--- config.mk ---
export PLATFORM = sky130hd
export DESIGN_NAME = div_unit
export DESIGN_NICKNAME = d
export VERILOG_FILES = /design/src/rtl/div_unit.sv
export SDC_FILE = /design/constraint.sdc
export NUM_CORES = 1
export LEC_CHECK = 0
export ABC_AREA = 1
export CAP_MARGIN = 0
export CORE_MARGIN = 2
export CORE_UTILIZATION = 35
export CTS_CLUSTER_DIAMETER = 100
export DETAILED_ROUTE_END_ITERATION = 6
export HOLD_SLACK_MARGIN = 0.12
export PLACE_DENSITY_LB_ADDON = 0.25
export SLEW_MARGIN = 20
export SYNTH_ARGS = -nofsm -noshare
export SYNTH_HDL_FRONTEND = slang
export SYNTH_SLANG_ARGS = --single-unit
export TNS_END_PERCENT = 30
--- constraint.sdc ---
create_clock -name clk_i -period 5.96 [get_ports clk_i]
set_clock_uncertainty 0.1 [all_clocks]
set_input_delay 0.894 -clock clk_i [delete_from_list [all_inputs] [get_ports clk_i]]
set_output_delay 0.894 -clock clk_i [all_outputs]
set_load 0.03 [all_outputs]
--- src/rtl/div_unit.sv ---
// div_unit: iterative radix-2 restoring divider for signed/unsigned
// division and remainder, with single-cycle handling of divide-by-zero
// and signed overflow.
module div_unit #(
  parameter int unsigned DWidth   = 32,
  parameter int unsigned CntWidth = $clog2(DWidth) + 1
) (
  input  logic              clk_i,
  input  logic              rst_ni,
  input  logic              in_valid_i,
  output logic              in_ready_o,
  input  logic [DWidth-1:0] a_i,
  input  logic [DWidth-1:0] b_i,
  input  logic [1:0]        op_sel_i,
  output logic              out_valid_o,
  input  logic              out_ready_i,
  output logic [DWidth-1:0] res_o,
  output logic              zero_o
);

  typedef enum logic [1:0] {
    IDLE,
    CALC,
    FIX,
    DONE
  } state_t;

  localparam logic [DWidth-1:0] MinNeg = {1'b1, {(DWidth-1){1'b0}}};

  state_t              state, state_next;
  logic [CntWidth-1:0] cnt;
  logic [DWidth-1:0]   rem, quo, dvs, res;
  logic                sel_rem, q_neg, r_neg;

  // Operand decode at the accept boundary.
  logic              is_signed, a_neg, b_neg, div_zero, ovf, special, accept;
  logic [DWidth-1:0] a_mag, b_mag, spec_res;

  assign is_signed = ~op_sel_i[0];
  assign a_neg     = is_signed & a_i[DWidth-1];
  assign b_neg     = is_signed & b_i[DWidth-1];
  assign a_mag     = a_neg ? -a_i : a_i;
  assign b_mag     = b_neg ? -b_i : b_i;
  assign div_zero  = (b_i == '0);
  assign ovf       = is_signed && (a_i == MinNeg) && (b_i == '1);
  assign special   = div_zero | ovf;
  assign accept    = in_valid_i && (state == IDLE);

  // Special-case result: divide-by-zero takes precedence over overflow.
  always_comb begin
    spec_res = '0;
    if (div_zero) spec_res = op_sel_i[1] ? a_i : '1;
    else          spec_res = op_sel_i[1] ? '0  : MinNeg;
  end

  // One restoring step: shift {rem,quo} left, trial-subtract the divisor.
  logic [DWidth:0]   r_sh, diff;
  logic [DWidth-1:0] rem_step, quo_step;

  always_comb begin
    r_sh     = {rem, quo[DWidth-1]};
    diff     = r_sh - {1'b0, dvs};
    rem_step = r_sh[DWidth-1:0];
    quo_step = {quo[DWidth-2:0], 1'b0};
    if (!diff[DWidth]) begin
      rem_step = diff[DWidth-1:0];
      quo_step = {quo[DWidth-2:0], 1'b1};
    end
  end

  // Sign fix-up and result selection.
  logic [DWidth-1:0] q_fin, r_fin;
  assign q_fin = q_neg ? -quo : quo;
  assign r_fin = r_neg ? -rem : rem;

  // State register.
  always_ff @(posedge clk_i) begin
    if (!rst_ni) state <= IDLE;
    else         state <= state_next;
  end

  // Next-state and handshake outputs.
  always_comb begin
    state_next  = state;
    in_ready_o  = 1'b0;
    out_valid_o = 1'b0;
    unique case (state)
      IDLE: begin
        in_ready_o = 1'b1;
        if (in_valid_i) state_next = special ? DONE : CALC;
      end
      CALC: if (cnt == CntWidth'(1)) state_next = FIX;
      FIX:  state_next = DONE;
      DONE: begin
        out_valid_o = 1'b1;
        if (out_ready_i) state_next = IDLE;
      end
      default: state_next = IDLE;
    endcase
  end

  // Datapath: operand capture, iteration and result register.
  always_ff @(posedge clk_i) begin
    if (!rst_ni) begin
      cnt     <= '0;
      rem     <= '0;
      quo     <= '0;
      dvs     <= '0;
      res     <= '0;
      sel_rem <= 1'b0;
      q_neg   <= 1'b0;
      r_neg   <= 1'b0;
    end else begin
      unique case (state)
        IDLE: if (accept) begin
          sel_rem <= op_sel_i[1];
          q_neg   <= a_neg ^ b_neg;
          r_neg   <= a_neg;
          rem     <= '0;
          quo     <= a_mag;
          dvs     <= b_mag;
          if (special) begin
            res <= spec_res;
            cnt <= '0;
          end else begin
            cnt <= CntWidth'(DWidth);
          end
        end
        CALC: begin
          rem <= rem_step;
          quo <= quo_step;
          cnt <= cnt - CntWidth'(1);
        end
        FIX:     res <= sel_rem ? r_fin : q_fin;
        default: ;
      endcase
    end
  end

  assign res_o  = res;
  assign zero_o = (res == '0);

endmodule

# Word-level counts from Yosys, hierarchy flattened
# Index checks and enable logic that the tools add are counted.
# Widths: inputs -> output; s select.
[classes] add_sub_neg=6 multipliers=0 div_mod_pow=0 n_lt_le_gt_ge=0 eq_ne=11 shifts=0 n_mux=27 bitwise_logic=5 reduce_logical=12
[ops] operator="$mux 32" n=13
[ops] operator="$pmux 32 s2" n=3
[ops] operator="$neg 32->32" n=4
[ops] operator="$eq 32x32->1 const B" n=2
[ops] operator="$logic_not 32->1" n=2
[ops] operator="$sub 33x32->33" n=1
[ops] operator="$mux 6" n=2
[ops] operator="$pmux 6 s2" n=1
[ops] operator="$ne 2x2->1 const B" n=5
[ops] operator="$mux 2" n=4
[ops] operator="$pmux 2 s4" n=1
[ops] operator="$eq 6x1->1 const B" n=1
[ops] operator="$reduce_and 3->1" n=2
[ops] operator="$sub 6x1->6 const B" n=1
[ops] operator="$eq 2x2->1 const B" n=2
[ops] operator="$reduce_and 2->1" n=2
[ops] operator="$reduce_bool 2->1" n=2
[ops] operator="$logic_and 1x1->1" n=3
[ops] operator="$mux 1" n=3
[ops] operator="$and 1x1->1" n=2
[ops] operator="$eq 2x1->1 const B" n=1
[ops] operator="$logic_not 2->1" n=1
[ops] operator="$not 1->1" n=1
[ops] operator="$or 1x1->1" n=1
[ops] operator="$xor 1x1->1" n=1
[word_totals] register_bits=139 latchBits=0 ram_bits=0 mem_bits_ro=0 out_inout_bits=35 word_cells=70 memories=0

# Depth between registers and ports, before layout
[depth] word_depth=7 depth_mapped=18 depth_no_buf=17

# Least setup slack after synthesis
# Ideal clock, no wire load.
[synth_timing] path_kind="input to register" startpoint="in b_i[0]" endpoint="reg res[9] (netlist: res_o[9])" setup_ns=0.117 t_arrival_ns=2.305 setup_slack_ns=3.437 path_stages=13 path_buffers=2 cell_sequence="inv_1 > ha_1 > nand3_2 > nor2_2 > nand3_2 > nor2_2 > nand4_2 > nand3_2 > nand2_2 > buf_6 > buf_6 > nor3_1 > nor2_1"
[synth_between] elab_chain_len=5 word_cells_on_any_way=10 cone_classes="2 x eq/ne; 4 x mux; 1 x bitwise; 3 x reduce/logical"
[synth_rtl] element="from (decl)" line_no="13" text="input logic [DWidth-1:0] b_i,"
[synth_rtl] element="$logic_not 32->1 or $eq 32x32->1 (tied branches)" line_no="44, 45"
[synth_rtl] element="$mux 32 or $logic_and 1x1->1 (tied branches)" line_no="52, 45"
[synth_rtl] element="$mux 32 or $or 1x1->1 (tied branches)" line_no="122, 46"
[synth_rtl] element="$mux 32 or $ne 2x2->1 (tied branches)"
[synth_rtl] element="$pmux 32 s2 or $reduce_and 3->1 (tied branches)"
[synth_rtl] element="to (signal assigned)" line_no="123" text="res <= spec_res;"
[synth_rtl] element="to (signal assigned)" line_no="134" text="FIX: res <= sel_rem ? r_fin : q_fin;"
[synth_rtl] element="to (decl)" line_no="32" text="logic [DWidth-1:0] rem, quo, dvs, res;"
# Parallel ways exist; a longest one is shown, timed or not. The select of a mux whose other input is x is not followed.
# A chain may end at the register's enable or synchronous reset.

# Worst setup path in the final report
[layout_timing] startpoint="reg state[1]" endpoint="reg rem[11]"
[layout_between] elab_chain_len=4 word_cells_on_any_way=7 cone_classes="2 x eq/ne; 1 x mux; 4 x reduce/logical"
[layout_rtl] element="from (decl)" line_no="30" text="state_t state, state_next;"
[layout_rtl] element="from (signal assigned)" line_no="79" text="else state <= state_next;"
[layout_rtl] element="$logic_not 2->1" line_no="47, 114"
[layout_rtl] element="$logic_and 1x1->1" line_no="47" text="assign accept = in_valid_i && (state == IDLE);"
[layout_rtl] element="$ne 2x2->1 (no line)"
[layout_rtl] element="$reduce_and 2->1 (no line)"
[layout_rtl] element="to (signal assigned)" line_no="130" text="rem <= rem_step;"
[layout_rtl] element="to (decl)" line_no="32"
# Parallel ways exist; a longest one is shown, timed or not.

==> impl_metrics.toml <==
[power_and_ir_drop]
pwr-share-seq = 0.233
power_density_nw_per_um2 = 412.4
power_switching_mw = 3.268
ir_worst_vdd_v = 0.0002393
total_power_mw = 6.210
clkPwrFrac = 0.177
power.internal_mw = 2.941
combPwrFrac = 0.591
p_sw_frac = 0.5263
p_leak_nw = 7.225

[synth]
seq_area_frac_synth = 0.2121
synth_cells = 2350
synth-simple-area-share = 0.4316
muxShareOfSynthArea = 0
synth_cell_types = 49
synthArstFlopShare = 0
synth_fa_ha_area_frac = 0.04254
synth_compound_area_frac = 0.1582
syn_area_per_cell_um2 = 5.582
synth_area_um2 = 13120
syn_nets = 2464
synth_xor_area_frac = 0.03539
ys_ff_latch = 139
synth_top_family_by_area = "simple AND/OR/NAND/NOR gates"
synth_edf_count = 0
synth_ff_type = "dfxtp_1"
ys_warn_count = 0

[placed_design]
dp_hpwl_um = 41510
place_congestion = 0.9720
place.port_buffers = 104

[run]
cap_viol_max_count = 0

[hold_path]
hold_class = "flop to flop"

[cells_and_area]
antennaDiodeCount = 0
area_delta_synth_final_pct = 14.77
finalNetCount = 2518
final_common_cell = "nand2_1"
final_cell_mix = "704 x nand2_1, 299 x inv_1, 260 x nor2_1"
layout-drive-gt1-share = 0.04594

[worst_setup_path]
required_ns = 6.13
end_kind = "flop"
start_kind = "flop"
critical_path_class = "flop to flop"
crit_arrival_ns = 3.83
crit_path_max_fanout = 57

[clocking]
htree_levels = 4
clkSlewWorstSetupHoldPaths_ns = 0.06
post_cts_buffers = 0
clockBufferDepth = 2
clkLatencyLatePin_ns = 0.44
cts_resized = 0
root_buffer = "clkbuf_16"
cts_sinks = 139
cts_made_buffers = 17
postCtsHoldBufs = 0
cts_tree = "yes"

[routing]
postRouteWirelength_um = 51930
drt_iter0_drc = 1690
detail-route-antenna-nets = 0
dr.pass1.iters = 6
wl_per_cell_um = 18.01
vias = 15310
via_per_inst = 5.308
route.detailed.drc = 0

[sta]
rsz0062_at_grt = "no"
period_needed_ns = 3.659
slew_viol_final = 0
setup_tns_ns = 0
max_freq_mhz = 273.3
final-hold-violation-count = 0
worst_pin_slew_ns = 0.9637
finalCritPeriodShare = 0.6139
setup_violations = 0
max_slew_margin = 0.3566

[global_route]
grt_usage = 0.2659
antenna_found_initial = 0
grt_max_degree = 58
grt_pass1_vias = 13650
grt_pass1_wl_um = 80020
grt_overflow = 0

[floorplan]
coreArea_um2 = 36790
die_h_um = 197.6
top_level_ports = 105
rows = 70
dieArea_um2 = 39040
start_util = 0.3566
die_w_um = 197.6

[run_status]
status = "finished clean"
[area by class of cell]
| class | count | area, um^2 |
|---|---|---|
| inverters | 323 | 1212 |
| multi-input cells | 1808 | 8762 |
| well taps | 468 | 585.6 |
| clock inverters | 12 | 135.1 |
| repair buffers | 115 | 1124 |
| clock buffers | 19 | 452.9 |
| flip-flops and latches | 139 | 2784 |
| fillers | 4146 | 21730 |
[worst paths after layout]
kind	endpoint	slack (ns)	from	depth (start not counted)
hold reg to reg	dvs[31]$_SDFFE_PN0P_	0.37	dvs[31]$_SDFFE_PN0P_	2
setup / recovery	rem[11]$_SDFFE_PN0P_	2.30	state[1]$_SDFFE_PN0P_	9
setup reg to reg	rem[11]$_SDFFE_PN0P_	2.30	state[1]$_SDFFE_PN0P_	9
hold / removal	dvs[31]$_SDFFE_PN0P_	0.37	dvs[31]$_SDFFE_PN0P_	2
[through the flow]
step                worst slack (ns)  area (um^2)  hold WS (ns)  std cells    util
CTS                            2.414        15050        0.3695       2884  0.4093
floorplan                      3.437        13120        0.3453       2350       -
detailed placement             1.955        14470        0.3600       2853  0.3933
global placement               2.038        14470        0.3607       2853  0.3933
finish                         2.301        15060        0.3660       2884  0.4093
global route                   2.067        15060        0.3943       2884  0.4093
[critical path: stages (launching register included)]
cell,delay (ns)
dfxtp_1,0.35
inv_1,0.09
ha_1,0.14
buf_4,0.37
inv_2,0.38
o21ai_2,0.77
inv_2,0.62
buf_4,0.44
nand2_1,0.09
a21oi_1,0.08
[layer usage]
metal  vias up  wire length (um)  track usage
met5         -                 0            0
met1      7008             25890       0.4060
li1       7677                 -            -
met4         0               909      0.06266
met3        52              3721      0.02834
met2       570             21410       0.3949
[power by group through the flow]
| stage | sequential, mW | combinational (mW) | clock [mW] |
|---|---|---|---|
| floorplan | 1.46 | 2.47 | 0 |
| global placement | 1.44 | 3.58 | 0 |
| detailed placement | 1.45 | 3.58 | 0 |
| CTS | 1.43 | 3.60 | 1.11 |
| global route | 1.47 | 4.06 | 1.15 |
| finish | 1.44 | 3.67 | 1.10 |
[kinds of logic after synthesis]
logic type                 Yosys count
and+or+nand+nor                   1324
adders and majority gates           44
buffers and inverters              403
AOI/OAI and AO/OA                  387
xor gates and xnor gates            53
DFF                                139
[sequential cells by signal, summed over array words and instances, names as in the netlist]
| signal | count |
|---|---|
| state | 2 |
| cnt | 6 |
| sel_rem | 1 |
| dvs | 32 |
| r_neg | 1 |
| q_neg | 1 |
| quo | 32 |
| res_o | 32 |
| rem | 32 |
[synth_stat cells (all sizes together), types with 2 or more instances]
| library cell | count | share of area |
|---|---|---|
| a31oi | 4 | 0.0019 |
| nand4 | 37 | 0.019 |
| dfxtp | 139 | 0.21 |
| clkbuf | 55 | 0.016 |
| o22ai | 4 | 0.0019 |
| clkinv | 3 | 0.00086 |
| xor2 | 32 | 0.021 |
| nand3b | 13 | 0.0074 |
| and2 | 6 | 0.0030 |
| nor4 | 10 | 0.0048 |
| inv | 320 | 0.092 |
| o221ai | 2 | 0.0013 |
| o21ai | 139 | 0.054 |
| xnor2 | 21 | 0.014 |
| o21bai | 5 | 0.0029 |
| buf | 25 | 0.012 |
| o31ai | 2 | 0.0011 |
| nor3 | 34 | 0.014 |
| nand3 | 230 | 0.091 |
| nor2 | 274 | 0.081 |
| o211ai | 27 | 0.015 |
| a21oi | 201 | 0.078 |
| nand2 | 717 | 0.21 |
| ha | 43 | 0.041 |
Note: power is estimated with default switching activity, not from simulation.
